--- src/rtl/mips_multicycle_control.sv ---
// Multicycle control sequencer for the MIPS demo datapath; optional jump support under MIPS_JUMP_EN.
// Latency: lw 5, sw/R-type 4, beq/j 3, illegal 2 cycles; outputs are Moore decodes of the state register.
// Backpressure: FETCH, MEMRD and MEMWR hold until mem_ready; mem_ready is ignored in every other state.
module mips_multicycle_control #(
  parameter int CNT_W = 32
) (
  input  logic             clk,
  input  logic             rst,
  input  logic [5:0]       opcode,
  input  logic [5:0]       funct,
  input  logic             zero,
  input  logic             mem_ready,
  output logic             pc_write,
  output logic             pc_write_cond,
  output logic [1:0]       pc_source,
  output logic             i_or_d,
  output logic             mem_read,
  output logic             mem_write,
  output logic             ir_write,
  output logic             reg_write,
  output logic             reg_dst,
  output logic             mem_to_reg,
  output logic             alu_src_a,
  output logic [1:0]       alu_src_b,
  output logic [3:0]       alu_ctrl,
  output logic [3:0]       state,
  output logic             illegal,
  output logic [CNT_W-1:0] retired_count
);

  typedef enum logic [3:0] {
    S_FETCH  = 4'd0,
    S_DECODE = 4'd1,
    S_MEMADR = 4'd2,
    S_MEMRD  = 4'd3,
    S_MEMWB  = 4'd4,
    S_MEMWR  = 4'd5,
    S_RTEXE  = 4'd6,
    S_RTWB   = 4'd7,
    S_BRANCH = 4'd8,
    S_JUMP   = 4'd9
  } state_e;

  localparam logic [3:0] ALU_ADD = 4'b0010;
  localparam logic [3:0] ALU_SUB = 4'b0110;
  localparam logic [3:0] ALU_AND = 4'b0000;
  localparam logic [3:0] ALU_OR  = 4'b0001;
  localparam logic [3:0] ALU_SLT = 4'b0111;

  state_e           state_q, state_d;
  logic             illegal_q, illegal_d;
  logic [CNT_W-1:0] retired_count_q, retired_count_d;
  logic             retire;
  logic             funct_legal;
  logic [3:0]       funct_alu;

  // The zero flag only matters to the PC datapath via pc_write_cond, never to sequencing.
  logic unused_zero;
  assign unused_zero = zero;

  // R-type funct decode: ALU operation and legality.
  always_comb begin
    funct_legal = 1'b1;
    funct_alu   = ALU_AND;
    case (funct)
      6'h20:   funct_alu = ALU_ADD;
      6'h22:   funct_alu = ALU_SUB;
      6'h24:   funct_alu = ALU_AND;
      6'h25:   funct_alu = ALU_OR;
      6'h2A:   funct_alu = ALU_SLT;
      default: funct_legal = 1'b0;
    endcase
  end

  // State, illegal pulse and retire counter registers.
  always_ff @(posedge clk or posedge rst) begin
    if (rst) begin
      state_q         <= S_FETCH;
      illegal_q       <= 1'b0;
      retired_count_q <= '0;
    end else begin
      state_q         <= state_d;
      illegal_q       <= illegal_d;
      retired_count_q <= retired_count_d;
    end
  end

  // Next-state, illegal-instruction and retire decode.
  always_comb begin
    state_d   = state_q;
    illegal_d = 1'b0;
    retire    = 1'b0;
    case (state_q)
      S_FETCH:  if (mem_ready) state_d = S_DECODE;
      S_DECODE: begin
        case (opcode)
          6'h23, 6'h2B: state_d = S_MEMADR;
          6'h00: begin
            if (funct_legal) begin
              state_d = S_RTEXE;
            end else begin
              state_d   = S_FETCH;
              illegal_d = 1'b1;
            end
          end
          6'h04: state_d = S_BRANCH;
`ifdef MIPS_JUMP_EN
          6'h02: state_d = S_JUMP;
`endif
          default: begin
            state_d   = S_FETCH;
            illegal_d = 1'b1;
          end
        endcase
      end
      S_MEMADR: state_d = (opcode == 6'h23) ? S_MEMRD : S_MEMWR;
      S_MEMRD:  if (mem_ready) state_d = S_MEMWB;
      S_MEMWB:  begin state_d = S_FETCH; retire = 1'b1; end
      S_MEMWR:  if (mem_ready) begin state_d = S_FETCH; retire = 1'b1; end
      S_RTEXE:  state_d = S_RTWB;
      S_RTWB:   begin state_d = S_FETCH; retire = 1'b1; end
      S_BRANCH: begin state_d = S_FETCH; retire = 1'b1; end
`ifdef MIPS_JUMP_EN
      S_JUMP:   begin state_d = S_FETCH; retire = 1'b1; end
`endif
      default:  state_d = S_FETCH;
    endcase
    retired_count_d = retired_count_q + {{(CNT_W-1){1'b0}}, retire};
  end

  // Moore output decode; everything is forced low while reset is held.
  always_comb begin
    pc_write      = 1'b0;
    pc_write_cond = 1'b0;
    pc_source     = 2'd0;
    i_or_d        = 1'b0;
    mem_read      = 1'b0;
    mem_write     = 1'b0;
    ir_write      = 1'b0;
    reg_write     = 1'b0;
    reg_dst       = 1'b0;
    mem_to_reg    = 1'b0;
    alu_src_a     = 1'b0;
    alu_src_b     = 2'd0;
    alu_ctrl      = 4'd0;
    if (!rst) begin
      case (state_q)
        S_FETCH: begin
          mem_read  = 1'b1;
          alu_src_b = 2'd1;
          alu_ctrl  = ALU_ADD;
          ir_write  = mem_ready;
          pc_write  = mem_ready;
        end
        S_DECODE: begin
          alu_src_b = 2'd3;
          alu_ctrl  = ALU_ADD;
        end
        S_MEMADR: begin
          alu_src_a = 1'b1;
          alu_src_b = 2'd2;
          alu_ctrl  = ALU_ADD;
        end
        S_MEMRD: begin
          mem_read = 1'b1;
          i_or_d   = 1'b1;
        end
        S_MEMWB: begin
          reg_write  = 1'b1;
          mem_to_reg = 1'b1;
        end
        S_MEMWR: begin
          mem_write = 1'b1;
          i_or_d    = 1'b1;
        end
        S_RTEXE: begin
          alu_src_a = 1'b1;
          alu_ctrl  = funct_alu;
        end
        S_RTWB: begin
          reg_write = 1'b1;
          reg_dst   = 1'b1;
        end
        S_BRANCH: begin
          alu_src_a     = 1'b1;
          alu_ctrl      = ALU_SUB;
          pc_write_cond = 1'b1;
          pc_source     = 2'd1;
        end
`ifdef MIPS_JUMP_EN
        S_JUMP: begin
          pc_write  = 1'b1;
          pc_source = 2'd2;
        end
`endif
        default: ;
      endcase
    end
  end

  assign state         = state_q;
  assign illegal       = illegal_q;
  assign retired_count = retired_count_q;

endmodule

--- config.mk ---
export PLATFORM = sky130hd
export DESIGN_NAME = mips_multicycle_control
export DESIGN_NICKNAME = d
export VERILOG_FILES = /design/src/rtl/mips_multicycle_control.sv
export SDC_FILE = /design/constraint.sdc
export NUM_CORES = 1
export LEC_CHECK = 0
export CAP_MARGIN = 20
export CORE_MARGIN = 10
export CORE_UTILIZATION = 45
export CTS_CLUSTER_SIZE = 30
export DETAILED_ROUTE_END_ITERATION = 8
export PLACE_DENSITY = 0.91
export REMOVE_ABC_BUFFERS = 1
export SKIP_LAST_GASP = 1
export SLEW_MARGIN = 10
export SYNTH_ARGS = -nofsm -noshare
export SYNTH_HDL_FRONTEND = slang
export SYNTH_SLANG_ARGS = --single-unit
--- constraint.sdc ---
create_clock -name clk -period 3.3 [get_ports clk]
set_input_delay 0.66 -clock clk [delete_from_list [all_inputs] [get_ports clk]]
set_output_delay 0.66 -clock clk [all_outputs]
set_load 0.03 [all_outputs]
# ---- After elaboration in Yosys (flattened, before gate mapping)
# Cells that the tools add are included.
dict set report word_totals {
  input_bits 16
  elab_cells 73
  ff_bits 37
}
dict set report classes {
  addsub 1
  reduce_logical 12
  mux 38
  eq_ne 19
}
# operator n
set ops {}
lappend ops {{6-bit == test, second input constant} 7}
lappend ops {{32-bit by 1-bit adder with 32-bit output} 1}
lappend ops {{1-bit two-way mux} 24}
lappend ops {{4-bit case mux with 3 select lines} 2}
lappend ops {{4-bit case mux with 6 select lines} 1}
lappend ops {{4-bit by 3-bit == test with 1-bit output, second input constant} 4}
lappend ops {{4-bit two-way mux} 4}
lappend ops {{3-bit case mux with 4 select lines} 1}
lappend ops {{3-bit OR reduction} 4}
lappend ops {{4-bit by 2-bit == test with 1-bit output, second input constant} 2}
lappend ops {{2-bit OR reduction} 4}
lappend ops {{6-bit by 3-bit == test with 1-bit output, second input constant} 1}
lappend ops {{6-bit logical NOT} 1}
lappend ops {{3-bit two-way mux} 2}
lappend ops {{2-bit inequality test, second input constant} 3}
lappend ops {{2-bit case mux with 3 select lines} 1}
lappend ops {{5-bit OR reduction} 1}
lappend ops {{4-bit by 1-bit == test with 1-bit output, second input constant} 1}
lappend ops {{4-bit == test, second input constant} 1}
lappend ops {{4-bit logical NOT} 1}
lappend ops {{1-bit case mux with 2 select lines} 2}
lappend ops {{3-bit AND reduction} 1}
lappend ops {{2-bit two-way mux} 1}

# ---- Longest topological paths before layout
dict set report logic_depth {
  ltp_word 6
  ltp_mapped 11
}

# ---- Least setup slack after synthesis
# No wires, ideal clock.
dict set report synth_timing {
  path_kind {input to output}
  startpoint {in rst}
  endpoint {out alu_ctrl[0]}
  slack_ns 0.197
  n_path_buf 0
  stages 3
  arrival_time_ns 2.443
  path_cell_list {inv_1 nand2_1 nor3_1}
}
dict set report synth_via {
  elab_chain_len 1
}
# element line
set synth_rtl {}
lappend synth_rtl {{start, declared} 8} ;# input logic rst,
lappend synth_rtl {{4-bit two-way mux} 146} ;# if (!rst) begin
lappend synth_rtl {{end, declared} 25} ;# output logic [3:0] alu_ctrl,
# Every way passes these cells.

# ---- Final worst setup path
dict set report layout_timing {
  startpoint {in rst}
  endpoint {out ir_write}
}
dict set report layout_via {
  elab_chain_len 1
}
# element line
set layout_rtl {}
lappend layout_rtl {{1-bit two-way mux} 146}
lappend layout_rtl {{end, declared} 19} ;# output logic ir_write,
# Every way passes these cells.

==> summary.txt <==
Drt
  – Post-route ant nets: 0
  – Post-route DRC violation count: 0
  – Via-per-instance ratio: 5.31
  – Detailed Route WL: about 5 mm
  – DRT Pass-1 Iters: 4
  – Initial drt markers: 99
  – DR WL/cell: between 15 and 20 um
  – Vias: about 1,700

Floorplanning
  – Die X: ~87 um
  – Die extent in y: 87.2 um
  – Total core area: 4350 um^2
  – Initial core utilization: between 40% and 50%
  – Rows: 24
  – Die area: 7600 um^2
  – Boundary pin count: 71

Worst setup path
  – Req. time, crit path: roughly 2.6 ns
  – Startpoint types: input port
  – Critical path type: input port to output pin
  – Crit path DAT: about 2.4 ns
  – CP peak stage delay: 0.72 ns
  – Crit-path max FO: 4
  – Critical path, cell by cell: clkdlybuf4s50_1, or3_1, nor3_1, clkdlybuf4s50_1
  – CP dominant cell by count: clkdlybuf4s50_1
  – CP Capture Type: output pin
  – Worst r2r src: state[2]$_DFFE_PP0P_
  – CP max stage cell: clkdlybuf4s50_1
  – Crit path from: rst

Synthesis
  – Cell Area, Synth: 2030 um^2
  – Synth top area cells: dfrtp_1 46%, xnor2_1 11%, nand3_1 3.7%, nor2_1 3.1%, xor2_1 2.6%
  – Register bit count reported by yosys: 37
  – Mapped Cells: approximately 200
  – Netlist cell types: 42
  – Number of synthesized flops with an enable pin: 0
  – Most frequent cell after synthesis: dfrtp_1
  – Avg Inst Size Synth: around 10 um^2
  – Synth area leader: dfrtp_1
  – Seq/Total Area, Yosys: a little under half
  – Most common library cells after synthesis: 37 x dfrtp_1, 25 x xnor2_1, 17 x nor2_1
  – Async SR Flop Fraction: 100%
  – Ys flop type: dfrtp_1
  – Yosys warns: 0
  – Share of the synthesized area in the top cell type: roughly 46%

Timing
  – Slew headroom: between 50% and 60%
  – RSZ-0062 raised after global routing: no
  – Clock Skew: 0.00926 ns
  – Fin. Hold Viols: 0
  – Minimum clock period after layout: 3.07 ns
  – Slew Viols, Final: 0
  – Fmax: 326 MHz
  – Worst Max-Slew Pin Slew: 0.655 ns
  – Setup tns final: 0 ns
  – Period utilisation layout: 93.0%
  – Final setup vio count: 0

Power
  – Sw power: around 280 uW
  – Switch share: between 20 and 30%
  – Max VDD drop: 0.159 mV
  – P_leak: roughly 1.2 nW
  – Clock Power Share: a little under a third
  – Logic pwr share: a little under a fifth
  – Internal: about 700 uW
  – P per Cell Area: between 300 and 400 nW/um^2
  – Sequential fraction of design power: between 50% and 60%

Clocking
  – CTS Buf Count: 5
  – CTS tree: built
  – Number of clock sinks: 37
  – CTS Root Cell: clkbuf_8
  – Clock Tree Buf Depth: 2
  – CTS resizes: 0
  – Clock-pin transition on the worst setup and hold timing paths: 0.07 ns
  – Post-CTS Setup Repair Bufs: 0
  – Clk Latency, worst-skew pair: about 0.29 ns
  – # hold bufs at CTS: 0
  – # H-tree levels: 2

Layout
  – Reg area: about 900 um^2
  – Inserted Diodes: 0
  – FILL cells: 338
  – Layout cells sized above 1: 10.6%
  – Synthesis-to-layout area growth: 39.1%
  – Multi-input gate area: around 1000 um^2
  – Final Cell Area: around 2800 um^2
  – Final nets: 290

GRT
  – Initial antenna violation count: 0
  – Pin count of the biggest net entering global routing: 24
  – Gr usage total: a little over an eighth
  – Vias in the first global route: 1,768
  – Global-route wire length before repair: just over 8 mm
  – GRT Residual Overflow: 0

Min path
  – Hold Path Class: register to register
  – HP Start: retired_count[31]$_DFF_PP0_

Place
  – I/O Buffers: 67
  – HPWL Detailed: ~3.9 mm
  – Gpl congestion: between 0.8 and 0.9
  – DP Area: around 2700 um^2

Status
  – Outcome: completed

Job
  – Number of max-cap violations: 0
[worst max-delay path: cells and delay by family]
kind          cells  cell delay, ns
buf+inv           2            1.13
simple gates      2            0.62
[per-stage QoR]
stage / total power [mW] / hold slack [ns] / worst slack [ns] / util, % / std cells
after global routing: 1.03 / 0.499 / 0.174 / 64.8 / 325
after detailed placement: 0.692 / 0.469 / 0.238 / 62.9 / 317
after global placement: 0.686 / 0.460 / 0.249 / 62.9 / 317
after floorplan: 0.598 / 0.654 / 0.197 / - / 194
after CTS: 0.994 / 0.479 / 0.219 / 64.8 / 325
final: 0.979 / 0.472 / 0.232 / 64.8 / 325
[final timing paths]
kind	end	slack [ns]	cells after the start
max in group asynchronous	retired_count[23]$_DFF_PP0_	2.10	4
worst min-delay path	retired_count[31]$_DFF_PP0_	0.47	1
worst min register to register	retired_count[31]$_DFF_PP0_	0.47	1
min in group asynchronous	retired_count[3]$_DFF_PP0_	0.93	4
worst max-delay path	ir_write	0.23	4
worst max register to register	retired_count[30]$_DFF_PP0_	0.60	11
[sequential cells by signal, indices dropped and copies added (netlist names)]
signal / cells
retired_count: 32
state: 4
illegal: 1
[routing by layer]
metal	wire, um	GRT usage (%)
met4	82	5.65
met2	2300	21.3
met3	559	7.21
met5	0	0
met1	2060	14.2
[power by group through the flow]
stage          combinational [mW]  sequential [mW]  clock [mW]
5_1_grt                     0.196            0.502       0.329
6_report                    0.182            0.498       0.299
3_3_place_gp                0.181            0.506           0
3_5_place_dp                0.185            0.506           0
4_1_cts                     0.186            0.498       0.310
2_1_floorplan              0.0554            0.543           0
[cell type report]
type | count | share of cell area [%]
Timing Repair Buffer | 71 | 24.6
Inverter | 8 | 1.06
Sequential cell | 37 | 32.8
Clock inverter | 2 | 0.355
Multi-Input combinational cell | 149 | 36.3
Tap cell | 52 | 2.30
Clock buffer | 6 | 2.57
[cells in the final DEF, fill, tap and decap left out, types with 2 or more instances in the layout]
cell             instances
a21oi_1                  3
a31oi_1                  2
and3_1                   6
and4_1                   5
buf_4                   11
clkbuf_8                 5
clkdlybuf4s50_1         59
clkinv_2                 2
conb_1                   2
dfrtp_1                 37
ha_1                     2
inv_1                    8
nand2_1                 11
nand2b_1                 2
nand3_1                 15
nand4_1                  8
nor2_1                  17
nor2b_1                  7
nor3_1                   8
nor4_4                   2
nor4bb_1                 2
o21ai_0                  2
o22a_1                   2
o22ai_1                  2
or3_1                    3
or4_4                    2
xnor2_1                 25
xor2_1                   6
[cells by family after synthesis]
group | count (synthesis) | synth area share [%]
AO/OA/AOI/OAI | 15 | 4.99
XOR/XNOR | 31 | 13.4
adder cells (fa/ha/maj) | 3 | 1.73
buffers and inverters | 17 | 4.01
flip-flops | 37 | 45.6
multiplexers | 1 | 0.555
other | 1 | 0.185
AND/OR/NAND/NOR | 97 | 29.5
Power figures use the tool's default switching activity.
